===== config.mk =====
export PLATFORM = sky130hd
export DESIGN_NAME = time_edit_sequencer
export DESIGN_NICKNAME = d
export VERILOG_FILES = /design/src/rtl/clock_ui_pkg.sv /design/src/rtl/key_debouncer.sv /design/src/rtl/time_edit_sequencer.sv
export SDC_FILE = /design/constraint.sdc
export NUM_CORES = 1
export LEC_CHECK = 0
export CORE_MARGIN = 5
export CORE_UTILIZATION = 40
export DETAILED_ROUTE_END_ITERATION = 10
export PLACE_DENSITY = 0.58
export SLEW_MARGIN = 20
export SYNTH_ARGS = -nofsm -noshare
export SYNTH_HDL_FRONTEND = slang
export SYNTH_SLANG_ARGS = --single-unit

===== constraint.sdc =====
create_clock -name CLOCK_50 -period 3.6 [get_ports CLOCK_50]
set_clock_uncertainty 0.05 [all_clocks]
set_input_delay 0.36 -clock CLOCK_50 [delete_from_list [all_inputs] [get_ports CLOCK_50]]
set_output_delay 0.36 -clock CLOCK_50 [all_outputs]
set_load 0.03 [all_outputs]

===== src/rtl/clock_ui_pkg.sv =====
// Shared screen, cursor and FSM encodings for the clock front panel,
// plus the edit-cursor sequencing helpers.
package clock_ui_pkg;

    typedef enum logic [1:0] {
        SCR_TIME = 2'd0,
        SCR_DATE = 2'd1,
        SCR_TZ   = 2'd2
    } screen_t;

    localparam logic [2:0] POS_HT   = 3'd0;
    localparam logic [2:0] POS_HU   = 3'd1;
    localparam logic [2:0] POS_MT   = 3'd2;
    localparam logic [2:0] POS_MU   = 3'd3;
    localparam logic [2:0] POS_ST   = 3'd4;
    localparam logic [2:0] POS_SU   = 3'd5;
    localparam logic [2:0] POS_AMPM = 3'd7;

    typedef enum logic {
        ST_VIEW,
        ST_EDIT
    } top_state_t;

    typedef enum logic [1:0] {
        REP_REL,
        REP_HOLD,
        REP_RPT
    } rep_state_t;

    // 12 h edits the hour as one field at POS_HT and adds the AM/PM field.
    function automatic logic pos_valid(input logic [2:0] pos, input logic mode12);
        if (mode12)
            return (pos != POS_HU) && (pos != 3'd6);
        return pos <= POS_SU;
    endfunction

    function automatic logic [2:0] next_pos(input logic [2:0] pos, input logic mode12);
        logic [2:0] nxt;
        case (pos)
            POS_HT:   nxt = mode12 ? POS_MT : POS_HU;
            POS_SU:   nxt = mode12 ? POS_AMPM : POS_HT;
            POS_AMPM: nxt = POS_HT;
            default:  nxt = pos + 3'd1;
        endcase
        return nxt;
    endfunction

endpackage


===== src/rtl/key_debouncer.sv =====
// Debounces one active-low push-button into a pressed level and a
// one-cycle press strobe that rises together with the level.
module key_debouncer #(
    parameter int unsigned DEBOUNCE_CYC = 1_000_000
) (
    input  logic clk,
    input  logic rst,
    input  logic key_n,
    output logic level,
    output logic press
);
    localparam int unsigned CNT_W = $clog2(DEBOUNCE_CYC);

    logic [CNT_W-1:0] cnt;

    // Any sample agreeing with the current level restarts the stability count.
    always_ff @(posedge clk) begin
        if (rst) begin
            cnt   <= '0;
            level <= 1'b0;
            press <= 1'b0;
        end else begin
            press <= 1'b0;
            if (~key_n == level) begin
                cnt <= '0;
            end else if (cnt >= CNT_W'(DEBOUNCE_CYC - 1)) begin
                cnt   <= '0;
                level <= ~key_n;
                press <= ~key_n;
            end else begin
                cnt <= cnt + 1'b1;
            end
        end
    end

endmodule


===== src/rtl/time_edit_sequencer.sv =====
// Front-panel controller: view/edit FSM, edit cursor, inc/dec strobes with
// hold-to-repeat, gated 1 Hz tick and the digit flicker clock.
module time_edit_sequencer
    import clock_ui_pkg::*;
#(
    parameter int unsigned CLK_HZ       = 50_000_000,
    parameter int unsigned DEBOUNCE_CYC = 1_000_000,
    parameter int unsigned REPEAT_DELAY = 25_000_000,
    parameter int unsigned REPEAT_RATE  = 5_000_000,
    parameter int unsigned FLICK_HALF   = 12_500_000,
    parameter int unsigned EDIT_TIMEOUT = 500_000_000
) (
    input  logic       CLOCK_50,
    input  logic       rst,
    input  logic       en,
    input  logic       mode12,
    input  logic [3:0] key_n,
    output logic [1:0] screen,
    output logic       edit_mode,
    output logic [2:0] edit_pos,
    output logic       inc_pulse,
    output logic       dec_pulse,
    output logic       tick_1hz,
    output logic       flick
);
    localparam int unsigned REP_MAX = (REPEAT_DELAY > REPEAT_RATE) ? REPEAT_DELAY : REPEAT_RATE;
    localparam int unsigned TICK_W  = $clog2(CLK_HZ);
    localparam int unsigned FLICK_W = $clog2(FLICK_HALF);
    localparam int unsigned REP_W   = $clog2(REP_MAX);
    localparam int unsigned TMO_W   = $clog2(EDIT_TIMEOUT);

    logic               clr;
    logic [3:0]         lvl;
    logic [3:0]         press;
    logic               unused_lvl;
    top_state_t         state;
    screen_t            scr;
    rep_state_t         rep_state, rep_next;
    logic               rep_dec, rep_dec_next;
    logic               blocked;
    logic [TICK_W-1:0]  tick_cnt;
    logic [FLICK_W-1:0] flick_cnt;
    logic [REP_W-1:0]   rep_cnt;
    logic [TMO_W-1:0]   tmo_cnt;
    logic               tick_wrap, flick_wrap, both, rep_hit, fire;
    logic               enter_edit, exit_edit, edit_next;
    logic [2:0]         pos_cur;

    assign clr        = rst | ~en;
    assign unused_lvl = ^{lvl[3], lvl[0]};

    for (genvar i = 0; i < 4; i++) begin : g_key
        key_debouncer #(.DEBOUNCE_CYC(DEBOUNCE_CYC)) u_deb (
            .clk   (CLOCK_50),
            .rst   (clr),
            .key_n (key_n[i]),
            .level (lvl[i]),
            .press (press[i])
        );
    end

    always_comb begin
        tick_wrap  = tick_cnt >= TICK_W'(CLK_HZ - 1);
        flick_wrap = flick_cnt >= FLICK_W'(FLICK_HALF - 1);
        both       = lvl[1] & lvl[2];
        enter_edit = (state == ST_VIEW) && press[3] && (scr == SCR_TIME);
        exit_edit  = (state == ST_EDIT) &&
                     (press[3] || ((press == 4'b0000) && (tmo_cnt >= TMO_W'(EDIT_TIMEOUT - 1))));
        edit_next  = (state == ST_EDIT) ? !exit_edit : enter_edit;
        pos_cur    = pos_valid(edit_pos, mode12) ? edit_pos : POS_HT;
        rep_hit    = rep_cnt >= ((rep_state == REP_HOLD) ? REP_W'(REPEAT_DELAY - 1)
                                                         : REP_W'(REPEAT_RATE - 1));
        rep_next     = rep_state;
        rep_dec_next = rep_dec;
        fire         = 1'b0;
        // Leaving edit suppresses any strobe decided in the same cycle.
        if ((state != ST_EDIT) || exit_edit || both) begin
            rep_next = REP_REL;
        end else begin
            case (rep_state)
                REP_REL: begin
                    if (!blocked && press[1]) begin
                        rep_next     = REP_HOLD;
                        rep_dec_next = 1'b0;
                        fire         = 1'b1;
                    end else if (!blocked && press[2]) begin
                        rep_next     = REP_HOLD;
                        rep_dec_next = 1'b1;
                        fire         = 1'b1;
                    end
                end
                default: begin
                    if (!(rep_dec ? lvl[2] : lvl[1])) begin
                        rep_next = REP_REL;
                    end else if (rep_hit) begin
                        rep_next = REP_RPT;
                        fire     = 1'b1;
                    end
                end
            endcase
        end
    end

    always_ff @(posedge CLOCK_50) begin
        if (clr) begin
            state     <= ST_VIEW;
            scr       <= SCR_TIME;
            edit_pos  <= POS_HT;
            rep_state <= REP_REL;
            rep_dec   <= 1'b0;
            blocked   <= 1'b0;
            rep_cnt   <= '0;
            tmo_cnt   <= '0;
            tick_cnt  <= '0;
            flick_cnt <= '0;
            inc_pulse <= 1'b0;
            dec_pulse <= 1'b0;
            tick_1hz  <= 1'b0;
            flick     <= 1'b0;
        end else begin
            // The tick counter keeps its phase through edit; only the strobe is gated.
            tick_cnt  <= tick_wrap ? '0 : tick_cnt + 1'b1;
            tick_1hz  <= tick_wrap & ~edit_next;
            flick_cnt <= flick_wrap ? '0 : flick_cnt + 1'b1;
            if (flick_wrap)
                flick <= ~flick;

            state     <= edit_next ? ST_EDIT : ST_VIEW;
            rep_state <= rep_next;
            rep_dec   <= rep_dec_next;
            inc_pulse <= fire & ~rep_dec_next;
            dec_pulse <= fire & rep_dec_next;
            rep_cnt   <= (fire || (rep_next == REP_REL)) ? '0 : rep_cnt + 1'b1;

            if (state != ST_EDIT)
                blocked <= 1'b0;
            else if (both)
                blocked <= 1'b1;
            else if (!lvl[1] && !lvl[2])
                blocked <= 1'b0;

            tmo_cnt <= ((state != ST_EDIT) || (press != 4'b0000) || fire) ? '0 : tmo_cnt + 1'b1;

            if (state == ST_VIEW) begin
                edit_pos <= POS_HT;
                if (press[0] && !enter_edit) begin
                    case (scr)
                        SCR_TIME: scr <= SCR_DATE;
                        SCR_DATE: scr <= SCR_TZ;
                        default:  scr <= SCR_TIME;
                    endcase
                end
            end else if (exit_edit) begin
                edit_pos <= POS_HT;
            end else begin
                edit_pos <= press[0] ? next_pos(pos_cur, mode12) : pos_cur;
            end
        end
    end

    assign screen    = scr;
    assign edit_mode = (state == ST_EDIT);

endmodule

==> flow_summary_export.csv <==
group,metric,value,unit
synth,synthTopCellsByArea,"dfxtp_1, xor2_1, nor2_1, xnor2_1, nand3_1",
synth,synth.avg_cell_area,8.64,um2
clock_network,cts-root-buf,"clkbuf_16",
synth,synth_top_family_by_area,"simple AND/OR/NAND/NOR gates",
floorplanning,ioPinCount,18,
floorplanning,initial_core_util,40.7,%
layout,final_nets,1113,
routing,drc,0,
power_and_ir_drop,p_leak,3.45,nW
clock_network,cts.repair.resized,0,
floorplanning,die-area,26200,um2
layout,synthToLayoutAreaGrowth,12.8,%
synth,synth-main-ff-cell,"dfxtp_1",
clock_network,h-tree-depth,1,
global_route,grt_max_degree,30,
power_and_ir_drop,p_per_area,442,nW/um2
synth,synthSimpleGateAreaFrac,28.8,%
global_route,gr-total-overflow,0,
sta,tns,0,ns
worst_setup_path,end_kind,"register",
worst_setup_path,startpoint_type,"register",
synth,ys_types,64,
synth,ys_seq_area_share,44.6,%
sta,max-slew-margin-rel,49.1,%
clock_network,cts_tree,"done",
place,dp.final_hpwl,11200,um
floorplanning,fp.dieH,162,um
synth,synth_top_area_share,44.6,%
synth,synthXorXnorAreaFrac,15.9,%
layout,drive_above_1_share,5.52,%
synth,synth_area,9240,um2
worst_setup_path,cp_data_arrival_time,3.41,ns
clock_network,clkSinkCount,206,
sta,hold_viol,0,
floorplanning,die_w,162,um
place,numPlacedInstances,1350,
clock_network,clkTransAtPathRegs,0.06,ns
sta,max_freq,331,MHz
routing,vias,6955,
synth,synth-seq-cells,206,
clock_network,cts_buffers,23,
routing,wl_per_cell,11.9,um
sta,rsz0062_at_grt,"false",
sta,worstMarginPinSlew,0.757,ns
synth,synthMuxAreaShare,0.230,%
synth,synth_fa_ha_area_share,2.14,%
place,port_buffers,17,
routing,firstDrtPassIters,5,
run,drv_cap,0,
synth,synth_common_cells,"nor2_1, dfxtp_1, xor2_1",
sta,fin_crit,3.02,ns
power_and_ir_drop,irDropWorstVdd,352,uV
routing,postRouteWirelength,16500,um
global_route,grt_pass1_wl,29200,um
routing,vias_per_cell,5.00,
clock_network,post-cts-setup-buffers,0,
synth,ys_async_sr_fraction,0,%
global_route,grt_pass1_vias,6467,
sta,final-max-slew-violation-count,0,
global_route,antenna_found_initial,0,
clock_network,clockBufferDepth,3,
clock_network,hold_buffers,0,
synth,yosysMostFrequentCell,"nor2_1",
synth,yosysTopAreaCell,"dfxtp_1",
synth,syn_inst,1069,
worst_setup_path,cp_max_fo,29,
sta,fin_crit_sh,83.9,%
layout,antenna_cells,0,
floorplanning,placeableCoreArea,22700,um2
sta,setup_viol,0,
synth,synth_edf_count,0,
synth,syn_nets,1092,
worst_setup_path,path_class,"reg2reg",
place,routabilityCongestion,0.774,
synth,synth_compound_area_share,5.71,%
synth,yosysWarningCount,0,
clock_network,insertion_delay,0.51,ns
global_route,grt_use_total,12.7,%
routing,antenna_left,0,
worst_setup_path,crit_required,3.99,ns
min_path,hp-class,"reg2reg",
layout,final_cells,1390,
run_status,status,"finished clean",
floorplanning,rows,55,
routing,initialDrtViolationCount,310,
## cell families (layout without fill, tap and decap cells)
| kind of cell | Yosys count | in the layout |
|---|---|---|
| buffers and inverters | 53 | 89 |
| multiplexers | 2 | 2 |
| AND/OR/NAND/NOR | 549 | 549 |
| flip-flops | 206 | 206 |
| AO/OA/AOI/OAI | 75 | 75 |
| adder cells (fa/ha/maj) | 16 | 16 |
| XOR/XNOR | 168 | 168 |
## where the power goes
| group | switching (W) | internal (W) | total [W] |
|---|---|---|---|
| Sequential | 0.00000380 | 0.00228 | 0.00229 |
| Clock | 0.000913 | 0.00135 | 0.00227 |
| Combinational | 0.0000322 | 0.0000166 | 0.0000488 |
## path summary, 6_finish.rpt
kind                                   to                     from  slack (ns)  depth (start not counted)
setup reg to reg   tmo_cnt[20]$_SDFF_PP0_  rep_state[1]$_SDFF_PP0_        0.58                         10
hold reg to reg   flick_cnt[0]$_SDFF_PP0_  flick_cnt[0]$_SDFF_PP0_        0.40                          1
hold / removal    flick_cnt[0]$_SDFF_PP0_  flick_cnt[0]$_SDFF_PP0_        0.40                          1
setup / recovery   tmo_cnt[20]$_SDFF_PP0_  rep_state[1]$_SDFF_PP0_        0.58                         10
## area by class of cell
| class | count | area, um2 |
|---|---|---|
| clock buffers | 33 | 663 |
| flip-flops and latches | 206 | 4120 |
| fillers | 2272 | 12300 |
| well taps | 285 | 357 |
| clock inverters | 7 | 75.1 |
| repair buffers | 24 | 223 |
| inverters | 25 | 96.3 |
| multi-input cells | 810 | 4880 |
## cells in the final DEF, fill, tap and decap left out, types with 3 or more instances in the layout
cell type        netlist  layout
a2111oi_0              3       3
a211oi_1               5       5
a21boi_0               3       3
a21o_1                 3       3
a21oi_1               18      17
a31oi_1                7       7
and2_1                 5       5
and3_1                34      34
and4_1                13      13
buf_4                  0       7
clkbuf_1              22       5
clkbuf_16              0      23
clkbuf_8               0       5
clkdlybuf4s50_1        0      17
clkinv_2               0       5
dfxtp_1              206     206
ha_1                  15      15
inv_1                 24      24
nand2_1               77      77
nand2b_1               8       8
nand3_1               70      70
nand4_1               28      28
nor2_1               224     224
nor2_4                 8       8
nor2b_1                3       3
nor3_1                39      39
nor3b_1                4       4
nor4_1                 9       9
nor4b_1                5       5
o21ai_0               10      10
or2_2                  3       3
or3_1                  6       6
or4_1                  3       3
xnor2_1               62      62
xor2_1               106     106
## layer usage
| layer | share of wire, % | global-route usage (%) |
|---|---|---|
| met3 | 2.7 | 2.18 |
| met2 | 43 | 20.4 |
| met1 | 51 | 17.4 |
| met5 | 0 | 0 |
| met4 | 2.6 | 3.88 |
## worst max-delay path: stages (launching register included)
cell and delay (ns):
dfxtp_1 0.40, nand2b_1 0.35, inv_4 0.09, ha_1 0.30, a211o_1 0.29, a21o_1 0.18
o311ai_2 0.09, a211oi_1 0.13, o31a_1 0.30, or3b_4 0.62, nor2_1 0.16
## state kept, by name, summed over array words and instances (netlist names), 2 cells and up
signal and count:
screen 2, rep_state 2, rep_cnt 25, g_key.u_deb.press 4, flick_cnt 24, tick_cnt 26
edit_pos 3, g_key.u_deb.cnt 80, tmo_cnt 29, g_key.u_deb.level 4
## through the flow
stage | utilization (%) | hold slack, ns | power, W | setup slack [ns] | area (um2)
finish | 45.9 | 0.397 | 0.00460 | 0.581 | 10400
global route | 45.9 | 0.427 | 0.00479 | 0.392 | 10400
global placement | 42.6 | 0.378 | 0.00239 | 0.658 | 9680
CTS | 45.9 | 0.399 | 0.00470 | 0.574 | 10400
floorplan | - | 0.363 | 0.00237 | 0.732 | 9240
detailed placement | 42.6 | 0.391 | 0.00239 | 0.592 | 9680
Note: power is estimated with default switching activity, not from simulation.
